## src/rtl/button_debouncer.sv

```systemverilog
// Push-button conditioner: per-channel two-flop synchronizer followed by a
// stability-counter debouncer, with press/release pulses and a sticky press flag.
module button_debouncer #(
  parameter int NUM_BUTTONS     = 4,
  parameter int DEBOUNCE_CYCLES = 250000
) (
  input  logic                   clock,
  input  logic                   reset,
  input  logic [NUM_BUTTONS-1:0] buttonRaw,
  input  logic [NUM_BUTTONS-1:0] clearSticky,
  output logic [NUM_BUTTONS-1:0] buttonStable,
  output logic [NUM_BUTTONS-1:0] buttonPressed,
  output logic [NUM_BUTTONS-1:0] buttonReleased,
  output logic [NUM_BUTTONS-1:0] pressedSticky
);

  localparam int                   CNT_WIDTH = $clog2(DEBOUNCE_CYCLES + 1);
  localparam logic [CNT_WIDTH-1:0] CNT_LAST  = CNT_WIDTH'(DEBOUNCE_CYCLES - 1);

  logic [NUM_BUTTONS-1:0] sync1_q, sync2_q;
  logic [NUM_BUTTONS-1:0] stable_q, stable_d;
  logic [NUM_BUTTONS-1:0] pressed_q, pressed_d;
  logic [NUM_BUTTONS-1:0] released_q, released_d;
  logic [NUM_BUTTONS-1:0] sticky_q, sticky_d;
  logic [CNT_WIDTH-1:0]   cnt_q [NUM_BUTTONS];
  logic [CNT_WIDTH-1:0]   cnt_d [NUM_BUTTONS];

  always_comb begin
    // NOTE: every output of this block gets a default first, so no path can leave one unassigned and infer a latch.
    stable_d   = stable_q;
    pressed_d  = '0;
    released_d = '0;
    for (int i = 0; i < NUM_BUTTONS; i++) begin
      cnt_d[i] = '0;
      if (sync2_q[i] != stable_q[i]) begin
        if (cnt_q[i] == CNT_LAST) begin
          stable_d[i]   = sync2_q[i];
          pressed_d[i]  = sync2_q[i];
          released_d[i] = ~sync2_q[i];
        end else begin
          cnt_d[i] = cnt_q[i] + 1'b1;
        end
      end
    end
    // A press accepted on the same edge as a clear wins.
    sticky_d = (sticky_q & ~clearSticky) | pressed_d;
  end

  always_ff @(posedge clock) begin
    // NOTE: state registers use non-blocking assignments so every flop samples pre-edge values.
    if (reset) begin
      sync1_q    <= '0;
      sync2_q    <= '0;
      stable_q   <= '0;
      pressed_q  <= '0;
      released_q <= '0;
      sticky_q   <= '0;
      // NOTE: the counters are reset too; a partial count must not survive reset.
      for (int i = 0; i < NUM_BUTTONS; i++) cnt_q[i] <= '0;
    end else begin
      sync1_q    <= buttonRaw;
      sync2_q    <= sync1_q;
      stable_q   <= stable_d;
      pressed_q  <= pressed_d;
      released_q <= released_d;
      sticky_q   <= sticky_d;
      for (int i = 0; i < NUM_BUTTONS; i++) cnt_q[i] <= cnt_d[i];
    end
  end

  assign buttonStable   = stable_q;
  assign buttonPressed  = pressed_q;
  assign buttonReleased = released_q;
  assign pressedSticky  = sticky_q;

endmodule

```

## config.mk

```make
export PLATFORM = sky130hd
export DESIGN_NAME = button_debouncer
export DESIGN_NICKNAME = d
export VERILOG_FILES = /design/src/rtl/button_debouncer.sv
export SDC_FILE = /design/constraint.sdc
export NUM_CORES = 1
export LEC_CHECK = 0
export CORE_AREA = 2 2 98 100
export CTS_CLUSTER_DIAMETER = 30
export CTS_CLUSTER_SIZE = 8
export DETAILED_ROUTE_END_ITERATION = 6
export DIE_AREA = 0 0 100 102
export GPL_ROUTABILITY_DRIVEN = 1
export PLACE_DENSITY = 0.66
export SETUP_SLACK_MARGIN = 0.05
export SYNTH_ARGS = -nofsm -noshare
export SYNTH_HDL_FRONTEND = slang
export SYNTH_SLANG_ARGS = --single-unit
export TNS_END_PERCENT = 5
```

## constraint.sdc

```tcl
create_clock -name clock -period 2.5 [get_ports clock]
set_input_delay 0.5 -clock clock [delete_from_list [all_inputs] [get_ports clock]]
set_output_delay 0.5 -clock clock [all_outputs]
set_load 0.02 [all_outputs]
```

==> impl_metrics.yaml <==
run_status:
  status: "finished clean"
floorplan:
  die_w_um: 100
  core_mm2: 0.009109
  io_pins: 26
  die-area_mm2: 0.01020
  fp-row-count: 35
  chipHeight_um: 102
  start_util_pct: 44.51
route:
  route.met2.wl_um: 3497
  drt_iter0_drc: 79
  via_per_inst: 5.342
  drc: 0
  routed_wl_um: 7595
  wl_met3_um: 345
  detail_route.wl_per_cell_um: 12.81
  top_layer: "met4"
  wirelength_met1_um: 3699
  dr.pass1.iters: 4
  routed-via-count: 3168
  antenna_left: 0
placed_design:
  gp_congestion: 0.8246
  io_buffers: 25
  hpwlAfterDp_um: 5285
min_path:
  hold_start: "sync1_q[3]$_SDFF_PP0_"
  hold_path_class: "reg2reg"
global_route:
  grt_pass1_wl_um: 13130
  grt_usage_pct: 15.77
  grt_pass1_vias: 2938
  grt_max_degree: 38
  antenna_found_initial: 0
  gr-total-overflow: 0
worst_setup_path:
  crit_start: "cnt_q[0][0]$_SDFF_PP0_"
  critPathMaxStageDelay_ns: 0.54
  end_kind: "register"
  crit_family: "simple AND/OR/NAND/NOR gates"
  crit_type: "reg2reg"
  cp.arrival_ns: 2.27
  path_max_fanout: 9
  reg2reg_from: "cnt_q[0][0]$_SDFF_PP0_"
  crit_buf_inv: 1
  cp_slowest_cell: "or4_4"
  cp.required_ns: 2.74
  crit_path_start_kind: "register"
  path_cells: "ha_1 -> nand3_2 -> or4_4 -> o21ai_2 -> buf_4 -> a21oi_1"
sta:
  tightest_slew_ns: 0.5902
  report.final.slew_viol_count: 0
  final.setup.tns_ns: 0
  hold_viol: 0
  setup_violations: 0
  fmax_ghz: 0.4924
  fin_crit_sh_pct: 81.23
  fin_crit_ns: 2.031
  finClkSkew_ns: 0.006404
  max-slew-margin-rel_pct: 60.29
  rsz0062_at_grt: "false"
finish:
  final_cell_mix: "dfxtp_1, nor2_1, xnor2_1"
  antenna_cells: 0
  syn2layout_area_growth_pct: 15.22
  final_common_cell: "dfxtp_1"
  finalNetCount: 491
  drive_above_1_share_pct: 8.091
clocking:
  cts_buffers: 9
  cts_tree: "yes"
  htree_levels: 3
  cts_resized: 0
  cts_setup_buffers: 0
  clock_latency_ns: 0.35
  cts-root-buf: "clkbuf_8"
  clockBufferDepth: 2
  clk_pin_slew_ns: 0.09
  cts-hold-fix-buffers: 0
  clock_sinks: 96
logic_synthesis:
  ys_types: 39
  ys_async_sr_fraction_pct: 0
  synthTopCellsByArea: "dfxtp_1, xnor2_1, nor2_1"
  synth_ff_type: "dfxtp_1"
  muxShareOfSynthArea_pct: 0.4938
  synth_top_area_cell: "dfxtp_1"
  synth_fa_ha_area_share_pct: 1.235
  synth-warning-count: 0
  syn_area_mm2: 0.004054
  syn-num-nets: 462
  synth-seq-cells: 96
  synth-seq-area-share_pct: 47.41
  synth_top_family_by_area: "simple AND/OR/NAND/NOR gates"
  synthXorXnorAreaFrac_pct: 12.10
  yosys.area_share.simple_pct: 30.93
  synth_top_area_share_pct: 47.41
  avgSynthCellArea_um2: 9.049
  synthCells: 448
  synth_compound_area_share_pct: 5.401
  synth_edf_count: 0
power_and_ir_drop:
  ir_drop_mv: 0.3020
  fin_total_pwr_w: 0.002692
  power.density_mw_per_mm2: 576.3
  leakage_nw: 1.379
job:
  drv_cap: 0
-- cell type report --
| class | count | area, um^2 |
|---|---|---|
| Timing Repair Buffer | 32 | 315.3 |
| Inverter | 11 | 41.29 |
| Fill cell | 853 | 4438 |
| Clock buffer | 10 | 137.6 |
| Tap cell | 111 | 138.9 |
| Clock inverter | 6 | 82.58 |
| Multi-Input combinational cell | 327 | 2033 |
| Sequential cell | 96 | 1922 |
-- state kept, by name, summed over array words and instances (netlist names) --
register	flops
buttonPressed	4
sync1_q	4
buttonReleased	4
buttonStable	4
pressedSticky	4
sync2_q	4
cnt_q	72
-- through the flow --
step / worst slack (ns) / util, % / cells / area (um^2) / hold slack [ns]
final: 0.4692 / 51.28 / 593 / 4671 / 0.4424
after global placement: 0.5204 / 48.86 / 577 / 4451 / 0.4198
after floorplan: 0.6140 / - / 448 / 4054 / 0.4138
after CTS: 0.4606 / 51.28 / 593 / 4671 / 0.4467
after global routing: 0.2889 / 51.28 / 593 / 4671 / 0.4615
after detailed placement: 0.4744 / 48.86 / 577 / 4451 / 0.4353
-- worst paths after layout --
path	end	slack, ns	cells after the start
hold / removal	sync2_q[3]$_SDFF_PP0_	0.44	1
hold reg to reg	sync2_q[3]$_SDFF_PP0_	0.44	1
setup / recovery	cnt_q[0][5]$_SDFF_PP0_	0.47	6
setup reg to reg	cnt_q[0][5]$_SDFF_PP0_	0.47	6
-- cells by family after synthesis --
group	Yosys count
AND/OR/NAND/NOR	230
flip-flops	96
XOR/XNOR	56
AO/OA/AOI/OAI	35
buffers and inverters	25
adder cells (fa/ha/maj)	4
multiplexers	2
-- synthesized netlist by cell type (10+ instances only) --
cell type and number:
xor2_1 17, nor2b_1 10, nor4_1 22, inv_1 11, nor2_1 65, o21ai_0 11, dfxtp_1 96, nand3_1 23
xnor2_1 39, nand4_1 18, nand2_1 20, nor3_1 16, clkbuf_1 10, a21oi_1 11
-- routing by layer --
layer	GRT usage (%)	vias up
met4	4.004	0
met1	20.28	1467
met5	0	-
met2	26.04	61
li1	-	1636
met3	4.925	4
-- where the power goes --
| part | switching, W | internal (W) |
|---|---|---|
| registers | 0.00000537 | 0.00154 |
| clock network | 0.000513 | 0.000586 |
| logic | 0.0000243 | 0.0000283 |
| total | 0.000542 | 0.00215 |
Note: power is estimated with default switching activity, not from simulation.
